File: src/rtl/hazard_scoreboard_ctrl_if.sv
// Signal bundle between the ID/EX pipeline stages and the hazard scoreboard controller.
// The pipeline side is the master; the controller is the slave.
interface hazard_scoreboard_ctrl_if #(
    parameter int unsigned PERF_W = 16
);
    logic              id_valid;
    logic [6:0]        opcode_id;
    logic [6:0]        id_funct7;
    logic [4:0]        id_rs1;
    logic [4:0]        id_rs2;
    logic              ex_valid;
    logic              ex_reg_write;
    logic [4:0]        ex_rd;
    logic              ex_load_inst;
    logic              ex_md_inst;
    logic              modify_pc_ex;
    logic              pc_en;
    logic              if_id_en;
    logic              if_id_flush;
    logic              id_ex_flush;
    logic              md_busy;
    logic [PERF_W-1:0] stall_cycles;

    modport master (
        output id_valid, opcode_id, id_funct7, id_rs1, id_rs2,
               ex_valid, ex_reg_write, ex_rd, ex_load_inst, ex_md_inst, modify_pc_ex,
        input  pc_en, if_id_en, if_id_flush, id_ex_flush, md_busy, stall_cycles
    );

    modport slave (
        input  id_valid, opcode_id, id_funct7, id_rs1, id_rs2,
               ex_valid, ex_reg_write, ex_rd, ex_load_inst, ex_md_inst, modify_pc_ex,
        output pc_en, if_id_en, if_id_flush, id_ex_flush, md_busy, stall_cycles
    );
endinterface

File: src/rtl/hazard_scoreboard_ctrl.sv
// ID-stage hazard controller: per-register countdown scoreboard for loads and mul/div results,
// structural mul/div occupancy, redirect/stall steering and a saturating stall counter.
module hazard_scoreboard_ctrl #(
    parameter int unsigned LOAD_LAT = 2,
    parameter int unsigned MD_LAT   = 4,
    parameter bit          FLUSH_IF = 1'b1,
    parameter int unsigned PERF_W   = 16
) (
    input logic                     clk,
    input logic                     rst_n,
    hazard_scoreboard_ctrl_if.slave bus
);
    localparam int unsigned CNT_W = 4;

    localparam logic [6:0] OPC_R      = 7'b0110011;
    localparam logic [6:0] OPC_I      = 7'b0010011;
    localparam logic [6:0] OPC_LOAD   = 7'b0000011;
    localparam logic [6:0] OPC_STORE  = 7'b0100011;
    localparam logic [6:0] OPC_BRANCH = 7'b1100011;
    localparam logic [6:0] OPC_JALR   = 7'b1100111;
    localparam logic [6:0] F7_MULDIV  = 7'b0000001;

    localparam logic [CNT_W-1:0] LOAD_INIT = CNT_W'(LOAD_LAT - 1);
    localparam logic [CNT_W-1:0] MD_INIT   = CNT_W'(MD_LAT - 1);
    localparam logic [CNT_W-1:0] CNT_ONE   = CNT_W'(1);

    // Entry r counts cycles until x[r] is forwardable; x0 has no entry.
    logic [31:1][CNT_W-1:0] cnt;
    logic [CNT_W-1:0]       md_cnt;
    logic [PERF_W-1:0]      stall_q;

    logic        rs1_used;
    logic        rs2_used;
    logic        id_md;
    logic        ex_live;
    logic [31:0] busy_vec;
    logic        pend_rs1;
    logic        pend_rs2;
    logic        md_block;
    logic        hazard;
    logic        stall_inc;

    logic pc_en;
    logic if_id_en;
    logic if_id_flush;
    logic id_ex_flush;

    // Source-operand usage by instruction format; unknown opcodes read nothing.
    always_comb begin
        // NOTE: every always_comb output gets a default first so no path can infer a latch.
        rs1_used = 1'b0;
        rs2_used = 1'b0;
        case (bus.opcode_id)
            OPC_R, OPC_STORE, OPC_BRANCH: begin
                rs1_used = 1'b1;
                rs2_used = 1'b1;
            end
            OPC_I, OPC_LOAD, OPC_JALR: rs1_used = 1'b1;
            default: ;
        endcase
    end

    assign id_md   = (bus.opcode_id == OPC_R) && (bus.id_funct7 == F7_MULDIV);
    assign ex_live = bus.ex_valid && bus.ex_reg_write
                  && (bus.ex_load_inst || bus.ex_md_inst) && (bus.ex_rd != 5'd0);

    always_comb begin
        busy_vec[0] = 1'b0;
        for (int r = 1; r < 32; r++) begin
            busy_vec[r] = (cnt[r] != '0);
        end
    end

    // The EX compare covers the cycle in which the producer has not yet loaded its counter.
    assign pend_rs1 = (bus.id_rs1 != 5'd0)
                   && (busy_vec[bus.id_rs1] || (ex_live && (bus.ex_rd == bus.id_rs1)));
    assign pend_rs2 = (bus.id_rs2 != 5'd0)
                   && (busy_vec[bus.id_rs2] || (ex_live && (bus.ex_rd == bus.id_rs2)));
    assign md_block = id_md && ((md_cnt != '0) || (bus.ex_valid && bus.ex_md_inst));

    assign hazard    = bus.id_valid && ((rs1_used && pend_rs1) || (rs2_used && pend_rs2) || md_block);
    assign stall_inc = hazard && !bus.modify_pc_ex;

    // Redirect beats stall: the ID instruction is on the wrong path anyway.
    always_comb begin
        pc_en       = 1'b1;
        if_id_en    = 1'b1;
        if_id_flush = 1'b0;
        id_ex_flush = 1'b0;
        if (!rst_n) begin
            pc_en = 1'b1;
        end else if (bus.modify_pc_ex) begin
            if_id_flush = FLUSH_IF;
            id_ex_flush = 1'b1;
        end else if (hazard) begin
            pc_en       = 1'b0;
            if_id_en    = 1'b0;
            id_ex_flush = 1'b1;
        end
    end

    // NOTE: the scoreboard is a flop array, not a RAM, so it takes the async reset; a reset must discard every pending entry.
    always_ff @(posedge clk or negedge rst_n) begin
        if (!rst_n) begin
            cnt <= '0;
        end else begin
            for (int r = 1; r < 32; r++) begin
                // NOTE: sequential state uses <= so every entry sees the pre-edge values of its neighbours.
                if (ex_live && (bus.ex_rd == 5'(r))) begin
                    cnt[r] <= bus.ex_load_inst ? LOAD_INIT : MD_INIT;
                end else if (cnt[r] != '0) begin
                    cnt[r] <= cnt[r] - CNT_ONE;
                end
            end
        end
    end

    // Occupancy is tracked for every mul/div, including those writing x0.
    always_ff @(posedge clk or negedge rst_n) begin
        if (!rst_n) begin
            md_cnt <= '0;
        end else if (bus.ex_valid && bus.ex_md_inst) begin
            md_cnt <= MD_INIT;
        end else if (md_cnt != '0) begin
            md_cnt <= md_cnt - CNT_ONE;
        end
    end

    always_ff @(posedge clk or negedge rst_n) begin
        if (!rst_n) begin
            stall_q <= '0;
        end else if (stall_inc && (stall_q != '1)) begin
            stall_q <= stall_q + PERF_W'(1);
        end
    end

    assign bus.pc_en        = pc_en;
    assign bus.if_id_en     = if_id_en;
    assign bus.if_id_flush  = if_id_flush;
    assign bus.id_ex_flush  = id_ex_flush;
    assign bus.md_busy      = (md_cnt != '0);
    assign bus.stall_cycles = stall_q;
endmodule

File: src/flat_wrapper.sv
// flat-port wrapper written by rule: the top's interface ports become plain ports
module hazard_scoreboard_ctrl_flat 
#(
    parameter int unsigned LOAD_LAT = 2,
    parameter int unsigned MD_LAT   = 4,
    parameter bit          FLUSH_IF = 1'b1,
    parameter int unsigned PERF_W   = 16
)
  (clk, rst_n, bus_id_valid, bus_opcode_id, bus_id_funct7, bus_id_rs1, bus_id_rs2, bus_ex_valid, bus_ex_reg_write, bus_ex_rd, bus_ex_load_inst, bus_ex_md_inst, bus_modify_pc_ex, bus_pc_en, bus_if_id_en, bus_if_id_flush, bus_id_ex_flush, bus_md_busy, bus_stall_cycles);
  hazard_scoreboard_ctrl_if #(.PERF_W(PERF_W)) bus_i ();
  input logic clk;
  input logic rst_n;
  input wire logic [$bits(bus_i.id_valid)-1:0] bus_id_valid;
  input wire logic [$bits(bus_i.opcode_id)-1:0] bus_opcode_id;
  input wire logic [$bits(bus_i.id_funct7)-1:0] bus_id_funct7;
  input wire logic [$bits(bus_i.id_rs1)-1:0] bus_id_rs1;
  input wire logic [$bits(bus_i.id_rs2)-1:0] bus_id_rs2;
  input wire logic [$bits(bus_i.ex_valid)-1:0] bus_ex_valid;
  input wire logic [$bits(bus_i.ex_reg_write)-1:0] bus_ex_reg_write;
  input wire logic [$bits(bus_i.ex_rd)-1:0] bus_ex_rd;
  input wire logic [$bits(bus_i.ex_load_inst)-1:0] bus_ex_load_inst;
  input wire logic [$bits(bus_i.ex_md_inst)-1:0] bus_ex_md_inst;
  input wire logic [$bits(bus_i.modify_pc_ex)-1:0] bus_modify_pc_ex;
  output wire logic [$bits(bus_i.pc_en)-1:0] bus_pc_en;
  output wire logic [$bits(bus_i.if_id_en)-1:0] bus_if_id_en;
  output wire logic [$bits(bus_i.if_id_flush)-1:0] bus_if_id_flush;
  output wire logic [$bits(bus_i.id_ex_flush)-1:0] bus_id_ex_flush;
  output wire logic [$bits(bus_i.md_busy)-1:0] bus_md_busy;
  output wire logic [$bits(bus_i.stall_cycles)-1:0] bus_stall_cycles;
  assign bus_i.id_valid = bus_id_valid;
  assign bus_i.opcode_id = bus_opcode_id;
  assign bus_i.id_funct7 = bus_id_funct7;
  assign bus_i.id_rs1 = bus_id_rs1;
  assign bus_i.id_rs2 = bus_id_rs2;
  assign bus_i.ex_valid = bus_ex_valid;
  assign bus_i.ex_reg_write = bus_ex_reg_write;
  assign bus_i.ex_rd = bus_ex_rd;
  assign bus_i.ex_load_inst = bus_ex_load_inst;
  assign bus_i.ex_md_inst = bus_ex_md_inst;
  assign bus_i.modify_pc_ex = bus_modify_pc_ex;
  assign bus_pc_en = bus_i.pc_en;
  assign bus_if_id_en = bus_i.if_id_en;
  assign bus_if_id_flush = bus_i.if_id_flush;
  assign bus_id_ex_flush = bus_i.id_ex_flush;
  assign bus_md_busy = bus_i.md_busy;
  assign bus_stall_cycles = bus_i.stall_cycles;
  hazard_scoreboard_ctrl #(.LOAD_LAT(LOAD_LAT), .MD_LAT(MD_LAT), .FLUSH_IF(FLUSH_IF), .PERF_W(PERF_W)) u_core (.clk(clk), .rst_n(rst_n), .bus(bus_i));
endmodule
File: config.mk
export PLATFORM = sky130hd
export DESIGN_NAME = hazard_scoreboard_ctrl_flat
export DESIGN_NICKNAME = d
export VERILOG_FILES = /design/src/rtl/hazard_scoreboard_ctrl_if.sv /design/src/rtl/hazard_scoreboard_ctrl.sv /design/src/flat_wrapper.sv
export SDC_FILE = /design/constraint.sdc
export NUM_CORES = 1
export LEC_CHECK = 0
export ABC_AREA = 1
export BUFFER_PORTS_ARGS = -buffer_cell sky130_fd_sc_hd__buf_2
export CAP_MARGIN = 20
export CORE_ASPECT_RATIO = 1.4
export CORE_UTILIZATION = 35
export CTS_CLUSTER_DIAMETER = 40
export DETAILED_ROUTE_END_ITERATION = 10
export MAX_ROUTING_LAYER = met4
export SYNTH_ARGS = -nofsm -noshare
export SYNTH_HDL_FRONTEND = slang
export SYNTH_SLANG_ARGS = --single-unit
File: constraint.sdc
create_clock -name clk -period 5.6 [get_ports clk]
set_input_delay 0.28 -clock clk [delete_from_list [all_inputs] [get_ports clk]]
set_output_delay 0.28 -clock clk [all_outputs]
set_load 0.03 [all_outputs]
# Word level (Yosys, flattened, before mapping)
# Index checks and enable logic that the tools add are counted.
# Widths: inputs -> output; s select.
dict set report totals {
  output_inout_bits 21
  in_bits 37
  regBits 144
}
dict set report classes {
  muxes 79
  magnitude_cmp 2
  addsub 33
  n_eq_ne 41
  reduce_logical 122
}
# op count
set op_table {}
lappend op_table {{$mux 4} 64}
lappend op_table {{$reduce_bool 4->1} 32}
lappend op_table {{$sub 4x1->4 const B} 32}
lappend op_table {{$eq 5x5->1 const B} 16}
lappend op_table {{$reduce_bool 2->1} 32}
lappend op_table {{$logic_and 1x1->1} 46}
lappend op_table {{$eq 5x4->1 const B} 8}
lappend op_table {{$eq 5x3->1 const B} 4}
lappend op_table {{$add 16x1->16 const B} 1}
lappend op_table {{$ne 16x16->1 const B} 1}
lappend op_table {{$reduce_bool 5->1} 3}
lappend op_table {{$eq 7x6->1 const B} 2}
lappend op_table {{$eq 7x7->1 const B} 2}
lappend op_table {{$lt 5x6->1 const B} 2}
lappend op_table {{$mux 1} 12}
lappend op_table {{$bmux 1 s5} 2}
lappend op_table {{$eq 5x2->1 const B} 2}
lappend op_table {{$eq 5x5->1} 2}
lappend op_table {{$eq 7x1->1 const B} 1}
lappend op_table {{$eq 7x2->1 const B} 1}
lappend op_table {{$eq 7x5->1 const B} 1}
lappend op_table {{$logic_or 1x1->1} 6}
lappend op_table {{$reduce_or 6->1} 1}
lappend op_table {{$eq 5x1->1 const B} 1}
lappend op_table {{other kinds (3)} 3}

# Longest topological paths before layout
# Gate-level depths: netlist of the first run.
dict set report logic_depth {
  word_depth 13
  mapped_depth 18
  ltp_nobuf 17
}

# Least setup slack after synthesis of the first run
# Ideal clock, no wire load.
dict set report synth_timing {
  kind {register -> output}
  start {register u_core.cnt[48] (netlist bit)}
  end {output bus_pc_en}
  path_buffers 1
  slack_ps 3313
  t_arrival_ps 2007
  path_stages_with_launch 16
  path_cell_list {dfrtp_1 inv_1 ha_1 inv_1 nor2_1 nand2_1 nand2_1 nand3_1 nand3_1 nand3_1 nand3_1 nand3_1 nand2_1 nand3_4 nand4_1 buf_4}
}
dict set report synth_via {
  elab_chain_cells 12
  word_cells_on_any_way 17
  cone_classes {7 x mux; 10 x reduce/logical}
}
# item line_no
set synth_lines {}
lappend synth_lines {{start, declared} hazard_scoreboard_ctrl.sv:28} ;# logic [31:1][CNT_W-1:0] cnt;
lappend synth_lines {{start signal, assigned by index} hazard_scoreboard_ctrl.sv:110} ;# cnt[r] <= bus.ex_load_inst ? LOAD_INIT : MD_INIT;
lappend synth_lines {{start signal, assigned by index} hazard_scoreboard_ctrl.sv:112} ;# cnt[r] <= cnt[r] - CNT_ONE;
lappend synth_lines {{$reduce_bool 4->1 *} hazard_scoreboard_ctrl.sv:70} ;# busy_vec[r] = (cnt[r] != '0);
lappend synth_lines {{$bmux 1 s5 (on tied branches)} {hazard_scoreboard_ctrl.sv:76, hazard_scoreboard_ctrl.sv:78}}
lappend synth_lines {{$mux 1 (on tied branches)} {hazard_scoreboard_ctrl.sv:76, hazard_scoreboard_ctrl.sv:78}}
lappend synth_lines {{$logic_or 1x1->1 (on tied branches)} {hazard_scoreboard_ctrl.sv:76, hazard_scoreboard_ctrl.sv:78}}
lappend synth_lines {{$logic_and 1x1->1 (on tied branches)} {hazard_scoreboard_ctrl.sv:76, hazard_scoreboard_ctrl.sv:78}}
lappend synth_lines {{$logic_and 1x1->1} hazard_scoreboard_ctrl.sv:81} ;# assign hazard = bus.id_valid && ((rs1_used && pend_rs1) || (rs2_used && pend_rs2) || md_block);
lappend synth_lines {{$logic_or 1x1->1 * (2 in series)} hazard_scoreboard_ctrl.sv:81}
lappend synth_lines {{$logic_and 1x1->1 *} hazard_scoreboard_ctrl.sv:81}
lappend synth_lines {{$mux 1 * (3 in series)} n/a}
lappend synth_lines {{end, declared} flat_wrapper.sv:24} ;# output wire logic [$bits(bus_i.pc_en)-1:0] bus_pc_en;
# Every way passes the cells marked *; elsewhere a longest branch is shown, timed or not. The select of a mux whose other input is x is not followed.

# Worst setup path after layout of the first run
dict set report layout_timing {
  start {register u_core.cnt[48] (netlist bit)}
  end {output bus_if_id_en}
}
dict set report layout_via {
  elab_chain_cells 12
  word_cells_on_any_way 17
  cone_classes {7 x mux; 10 x reduce/logical}
}
# item line_no
set layout_lines {}
lappend layout_lines {{$reduce_bool 4->1 *} hazard_scoreboard_ctrl.sv:70}
lappend layout_lines {{$bmux 1 s5 (on tied branches)} {hazard_scoreboard_ctrl.sv:76, hazard_scoreboard_ctrl.sv:78}}
lappend layout_lines {{$mux 1 (on tied branches)} {hazard_scoreboard_ctrl.sv:76, hazard_scoreboard_ctrl.sv:78}}
lappend layout_lines {{$logic_or 1x1->1 (on tied branches)} {hazard_scoreboard_ctrl.sv:76, hazard_scoreboard_ctrl.sv:78}}
lappend layout_lines {{$logic_and 1x1->1 (on tied branches)} {hazard_scoreboard_ctrl.sv:76, hazard_scoreboard_ctrl.sv:78}}
lappend layout_lines {{$logic_and 1x1->1} hazard_scoreboard_ctrl.sv:81}
lappend layout_lines {{$logic_or 1x1->1 * (2 in series)} hazard_scoreboard_ctrl.sv:81}
lappend layout_lines {{$logic_and 1x1->1 *} hazard_scoreboard_ctrl.sv:81}
lappend layout_lines {{$mux 1 *} hazard_scoreboard_ctrl.sv:95} ;# end else if (hazard) begin
lappend layout_lines {{$mux 1 *} hazard_scoreboard_ctrl.sv:92} ;# end else if (bus.modify_pc_ex) begin
lappend layout_lines {{$mux 1 *} hazard_scoreboard_ctrl.sv:90} ;# if (!rst_n) begin
lappend layout_lines {{end, declared} flat_wrapper.sv:25} ;# output wire logic [$bits(bus_i.if_id_en)-1:0] bus_if_id_en;
# Marked as above.

==> impl_results.md, run 1 <==
- Status: complete, no violations
- DRT iter0 DRCs: 423
- Met2 routed WL: 10.42 mm
- Met3 wire len: 828 um
- # rows: 68
- H-tree depth: 4
- Worst Hold Class: in -> reg
- Ys Warns: 0
- Setup violations, final: 0
- Gr ovfl total: 0
- Share of the synthesized area in the top cell type: 41.34%
- Worst skew pair latency: 0.44 ns
- Share of layout cells above drive strength 1: 8.989%
- Distinct cells, synth: 34
- Vias/cell: 4.957
- Core region area: 24590 sq um
- Post-Syn Area: 8716 sq um
- Fillers: 2511
- Critical path's largest stage delay: 0.40 ns
- Synthesized instance count: 1173
- WP data arrival: 2.64 ns
- Worst vdd ir: 0.0002184 V
- Clock buffer depth: 2
- Crit path required time: 5.32 ns
- Synth top area cells: dfrtp_1, nand2_1, inv_1
- Final WL: 21.29 mm
- Part of the Yosys area used for sequential elements: 41.34%
- Total die area: 25550 sq um
- R2R depth: 16
- Static leakage: 0.004812 uW
- Yosys reg bits: 144
- Inserted Clock Buffers: 17
- Net Count, Synth: 1244
- Crit-path cells: inv_1 -> ha_1 -> inv_1 -> nor2_1 -> nand2_1 -> nand2_1 -> nand3_1 -> nand3_1 -> nand3_1 -> nand3_1 -> nand3_1 -> nand2_1 -> nand3_4 -> nand4_1 -> buf_2
- CTS Root Cell: clkbuf_16
- Slew Viols, Final: 0
- Final Net Count: 1305
- Post-synth EDFFs: 0
- Vias in the first global route: 7768
- DR vias: 7752
- Cell area after layout: 9955 sq um
- Most area-hungry cell type in the Yosys netlist: dfrtp_1
- Initial Util: 35.45%
- Placed Instance Area: 9283 sq um
- Worst slew margin: 39.99%
- Mean post-synth cell area: 7.430 sq um
- CP max-delay cell: dfrtp_1
- DRC: 0
- Post-synthesis async set-or-reset flop share: 100.0%
- Critical path class: reg -> out
- CP max FO: 7
- Max frequency: 0.3425 GHz
- DR top layer: met4
- Initial antenna violation count: 3
- CP dominant cell by count: nand3_1
- TritonCTS sink count: 144
- Storage element area: 3603 sq um
- Largest net degree at the start of global routing: 54
- Hold_ws: 0.1691 ns
- Setup_tns: 0 ns
- Final Cycle Share: 52.14%
- First-pass GRT wire length: 36.31 mm
- CP Launch Type: register
- Number of I/O port buffers: 57
- RSZ-0062 raised after global routing: no
- Crit end category: output pin
- Hold Path Origin: bus_ex_load_inst
- Met1 WL: 9.304 mm
- Clk slew on worst S/H paths: 0.06 ns
- MaxCap Viol Count: 0
- Post-layout util: 40.48%
- Area Growth Syn to Fin: 14.21%
- Final hold violation count: 0
- Post-DRT Antenna Nets: 0
- Drt pass-1 iters: 5
- Power, Total: 5210 uW
- Postcts setup bufs: 0
- TritonCTS clock tree: yes
- Min-Delay Endpoint: u_core.cnt[77]
- Tmin final: 2.920 ns
- Synth Flop Type: dfrtp_1
- Overall Global Routing Usage: 18.68%
- Pwr Density: 523.4 nW/um^2
- # IOs: 58
- WL/cell: 13.61 um
- Final RePlAce weighted congestion: 0.9784
- DPL Wire Length: 15.92 mm
- Clock skew: 0.01005 ns
- R2R Setup Slk: 3.06 ns
- Die Wd: 135.4 um
- Least-Margin Pin Slew: 0.8991 ns
- Count leader, synth: nand2_1
- Synth cell count leaders: nand2_1, inv_1, dfrtp_1, nor2_1, o21ai_0
- Worst reg2reg endpoint: u_core.bus.stall_cycles[12]
- R2R Path Start: u_core.cnt[48]
- Die Y-Extent: 188.7 um
- Area of the multi-input gates: 4277 sq um
- Hold Path Stages: 2
registers in the layout, summed over array words and instances (netlist names):
signal	count
u_core.bus.stall_cycles	16
u_core.md_cnt	4
u_core.cnt	124
worst max-delay path: cells and delay by family (launching register included):
kind / cells / cell delay, ns
buffers and inverters: 3 / 0.32
AND/OR/NAND/NOR: 11 / 1.36
adder cells (fa/ha/maj): 1 / 0.13
flip-flops: 1 / 0.40
report_power, final:
part	switching, uW	leakage, uW	internal, uW
Clock	459	0.000298	755
Sequential	324	0.00175	1550
Combinational	1210	0.00276	919
layout by cell type, fill, tap and decap left out, types with 3 or more instances in the layout:
cell type,instances
buf_2,56
nor3_1,62
or2_2,13
xnor2_1,30
o21ai_0,109
dfrtp_1,144
o221ai_1,3
nor2_1,125
nand2_1,241
bufinv_16,4
ha_1,34
nand3_1,103
inv_2,4
diode_2,3
a211oi_1,12
clkbuf_16,17
xor2_1,30
inv_1,181
clkinvlp_4,3
a21oi_1,34
clkinv_4,3
nand4_1,11
routing by layer:
layer  vias to the layer above  track usage, %
met4                         0           8.729
met5                         -               -
li1                       3907               -
met2                       164           31.16
met1                      3628           21.27
met3                        53           3.766
worst max path at each step:
stage / startpoint / to / slack, ns / depth (start not counted)
5_1_grt: u_core.cnt[48] / bus_if_id_en / 2.42 / 15
4_1_cts: u_core.cnt[80] / bus_if_id_en / 2.61 / 15
6_report: u_core.cnt[48] / bus_if_id_en / 2.68 / 15
2_1_floorplan: u_core.cnt[48] / bus_pc_en / 3.31 / 15
3_3_place_gp: bus_id_rs2[0] / u_core.bus.stall_cycles[14] / 2.93 / 14
3_5_place_dp: bus_ex_load_inst / u_core.cnt[37] / 2.94 / 10
metrics by stage:
stage / instances / setup WS (ns)
floorplan: 1173 / 3.313
global placement: 1528 / 2.926
detailed placement: 1528 / 2.937
CTS: 1560 / 2.613
global route: 1564 / 2.424
finish: 1564 / 2.680
kinds of logic after synthesis:
| logic type | Yosys count | share of synthesized area, % |
|---|---|---|
| buffers and inverters | 206 | 9.589 |
| and+or+nand+nor | 561 | 27.72 |
| adders and majority gates | 34 | 4.881 |
| AOI/OAI and AO/OA | 168 | 10.44 |
| DFF | 144 | 41.34 |
| xor gates and xnor gates | 60 | 6.029 |
area by class of cell:
| class | instances | area share [%] |
|---|---|---|
| Antenna cell | 3 | 0.07541 |
| Clock buffer | 18 | 4.412 |
| Clock inverter | 13 | 1.885 |
| Inverter | 187 | 7.051 |
| Multi-Input combinational cell | 823 | 42.96 |
| Sequential cell | 144 | 36.20 |
| Tap cell | 315 | 3.959 |
| Timing Repair Buffer | 61 | 3.457 |
repair_timing:
action                                 in CTS  in global routing
resized for setup                           0                  0
hold buffers                                1                  0
endpoints found under the hold margin      41                  0
Power figures use the tool's default switching activity.
==> run 2: changes to the inputs <==
--- a/config.mk
+++ b/config.mk
@@ -5,7 +5,7 @@
 export SDC_FILE = /design/constraint.sdc
 export NUM_CORES = 1
 export LEC_CHECK = 0
-export ABC_AREA = 1
+export ABC_AREA = 0
 export BUFFER_PORTS_ARGS = -buffer_cell sky130_fd_sc_hd__buf_2
 export CAP_MARGIN = 20
 export CORE_ASPECT_RATIO = 1.4
==> constraint.sdc (replaced) <==
create_clock -name clk -period 2.7 [get_ports clk]
set_input_delay 0.135 -clock clk [delete_from_list [all_inputs] [get_ports clk]]
set_output_delay 0.135 -clock clk [all_outputs]
set_load 0.03 [all_outputs]
==> run 2 against run 1 <==
Highest routed layer unchanged. Flip-flop and latch count stayed put. Setup slack lost 3.1 ns. The flow now finishes with violations (negative setup slack). Synthesized area is 3.6% lower. Combinational power rose to 2.7 times the previous value. Utilization up 6.3 points. Hold slack worse by 0.16 ns. Critical path depth is 4 lower. Sequential power up 110%. Critical endpoint unchanged. Synthesized cell count down 23%. Via count decreased by 6.2%.
==> impl_results.md, run 2 <==
- R2R depth: 13
- Core region area: 23370 sq um
- Static leakage: 0.005082 uW
- CP max-delay cell: or4b_1
- Post-DRT Antenna Nets: 0
- Die Y-Extent: 185.3 um
- Clock buffer depth: 2
- WL/cell: 14.95 um
- Final Cycle Share: 115.0%
- Final hold violation count: 0
- DRC: 0
- Pwr Density: 1125 nW/um^2
- Synth top area cells: dfrtp_1, a21oi_1, ha_1
- Final Net Count: 1171
- CP Launch Type: register
- # rows: 66
- Vias in the first global route: 7470
- Distinct cells, synth: 58
- Status: finished, violations left
- Worst reg2reg endpoint: u_core.bus.stall_cycles[13]
- Synth cell count leaders: dfrtp_1, nor2_1, a21oi_1, inv_1
- Clock skew: 0.01469 ns
- Synthesized instance count: 903
- DR vias: 7269
- Part of the Yosys area used for sequential elements: 42.91%
- Worst slew margin: 52.65%
- RSZ-0062 raised after global routing: yes
- TritonCTS clock tree: yes
- Count leader, synth: dfrtp_1
- Placed Instance Area: 9978 sq um
- Die Wd: 132.9 um
- TritonCTS sink count: 144
- Most frequent cells in the layout: dfrtp_1, buf_4, nor2_1
- MaxCap Viol Count: 0
- Critical path's largest stage delay: 0.46 ns
- Hold Path Stages: 3
- Clk slew on worst S/H paths: 0.07 ns
- Yosys reg bits: 144
- Share of the synthesized area in the top cell type: 42.91%
- Cell area after layout: 10930 sq um
- Initial antenna violation count: 2
- Crit end category: output pin
- CTS Root Cell: clkbuf_16
- Synth Flop Type: dfrtp_1
- Largest register by flop count: u_core.cnt
- Crit path required time: 2.57 ns
- Crit-path cells: inv_1 -> ha_2 -> or3b_4 -> o22ai_2 -> a211oi_2 -> a31oi_1 -> or4b_1 -> a32o_2 -> nor2b_4 -> nand2_4 -> buf_6
- Most area-hungry cell type in the Yosys netlist: dfrtp_1
- Worst vdd ir: 0.0004950 V
- Crit path capture: bus_if_id_en
- Drt pass-1 iters: 4
- WP data arrival: 2.97 ns
- Net Count, Synth: 974
- Initial Util: 35.94%
- Mean post-synth cell area: 9.300 sq um
- DRT iter0 DRCs: 362
- Post-layout util: 46.77%
- Largest net degree at the start of global routing: 85
- Setup violations, final: 18
- Ys Warns: 0
- Post-synth EDFFs: 0
- Failing checks: negative setup slack
- Slew Viols, Final: 0
- DPL Wire Length: 15.14 mm
- Tmin final: 3.104 ns
- Post-Syn Area: 8398 sq um
- Worst skew pair latency: 0.45 ns
- Hold Path Origin: bus_ex_md_inst
- Vias/cell: 5.115
- Critical path startpoint: u_core.cnt[52]
- Final WL: 21.25 mm
- Overall Global Routing Usage: 19.08%
- Largest register FFs: 124
- Inserted Clock Buffers: 17
- First-pass GRT wire length: 35.86 mm
- Total die area: 24630 sq um
- Number of I/O port buffers: 57
- Least-Margin Pin Slew: 0.7048 ns
- Area Growth Syn to Fin: 30.14%
- Most common cell after layout, fill and taps aside: dfrtp_1
- Share of layout cells above drive strength 1: 25.97%
- CP max FO: 4
- Critical path class: reg -> out
- R2R Setup Slk: -0.25 ns
- Setup ws final: -0.4037 ns
- Worst Hold Class: in -> reg
- R2R Path Start: u_core.cnt[12]
- Max frequency: 0.3222 GHz
- Gr ovfl total: 0
- # IOs: 58
- Final RePlAce weighted congestion: 0.8814
- Post-synthesis async set-or-reset flop share: 100.0%
- H-tree depth: 4
## run 2: how the worst min path moves through the flow
stage	end	slack (ns)
after global placement	u_core.cnt[31]	0.18
final	u_core.md_cnt[0]	0.01
after floorplan	u_core.bus.stall_cycles[0]	-0.16
after CTS	u_core.md_cnt[0]	0.006
after global routing	u_core.md_cnt[0]	0.04
after detailed placement	u_core.cnt[31]	0.18
## run 2: cell type report
cell class | count | area (sq um)
Fill cell | 2268 | 12440
Multi-Input combinational cell | 659 | 4553
Sequential cell | 144 | 3603
Timing Repair Buffer | 204 | 1461
Clock buffer | 17 | 425.4
Tap cell | 306 | 382.9
Inverter | 74 | 277.8
Clock inverter | 15 | 220.2
Antenna cell | 2 | 5.005
## run 2: report_power, final
group          internal [uW]  switching, uW
sequential              3140            723
combinational           3220           2620
clock                   1580           1020
## run 2: per-stage QoR
stage | TNS (ns) | setup slack, ns | hold WS (ns) | std cells | power [uW]
after floorplan | -0.1892 | -0.09246 | -0.1606 | 903 | 7418
after global placement | -0.8117 | -0.1109 | 0.1759 | 1373 | 9448
after detailed placement | -1.532 | -0.1531 | 0.1771 | 1373 | 9657
after CTS | -2.651 | -0.4722 | 0.005848 | 1410 | 12370
after global routing | -6.692 | -0.5719 | 0.04395 | 1421 | 13400
final | -3.693 | -0.4037 | 0.01284 | 1421 | 12300
## run 2: critical path: cells and delay by family, from the launching register on
kind	cells	cell delay, ns
AOI/OAI and AO/OA	4	0.69
buffers and inverters	2	0.19
and+or+nand+nor	4	1.09
adders and majority gates	1	0.17
DFF	1	0.38
## run 2: kinds of logic after synthesis
kind of cell,Yosys count,synth area share (%)
AOI/OAI and AO/OA,190,13.26
xor gates and xnor gates,54,5.632
adders and majority gates,34,5.066
buffers and inverters,100,4.768
DFF,144,42.91
muxes,17,3.188
and+or+nand+nor,364,25.18
## run 2: routing by layer
metal | wire length [um] | GRT usage (%)
met1 | 8704 | 20.46
met2 | 11140 | 34.16
met3 | 788 | 3.530
met4 | 614 | 8.414
met5 | 0 | -
## run 2: what timing repair did
action / 4_1_cts / 5_1_grt
endpoints found under the hold margin: 61 / 0
endpoints found under the setup margin: 17 / 18
hold buffers: 4 / 0
pin swaps: 2 / 7
setup buffers: 1 / 9
gates resized for setup: 11 / 22
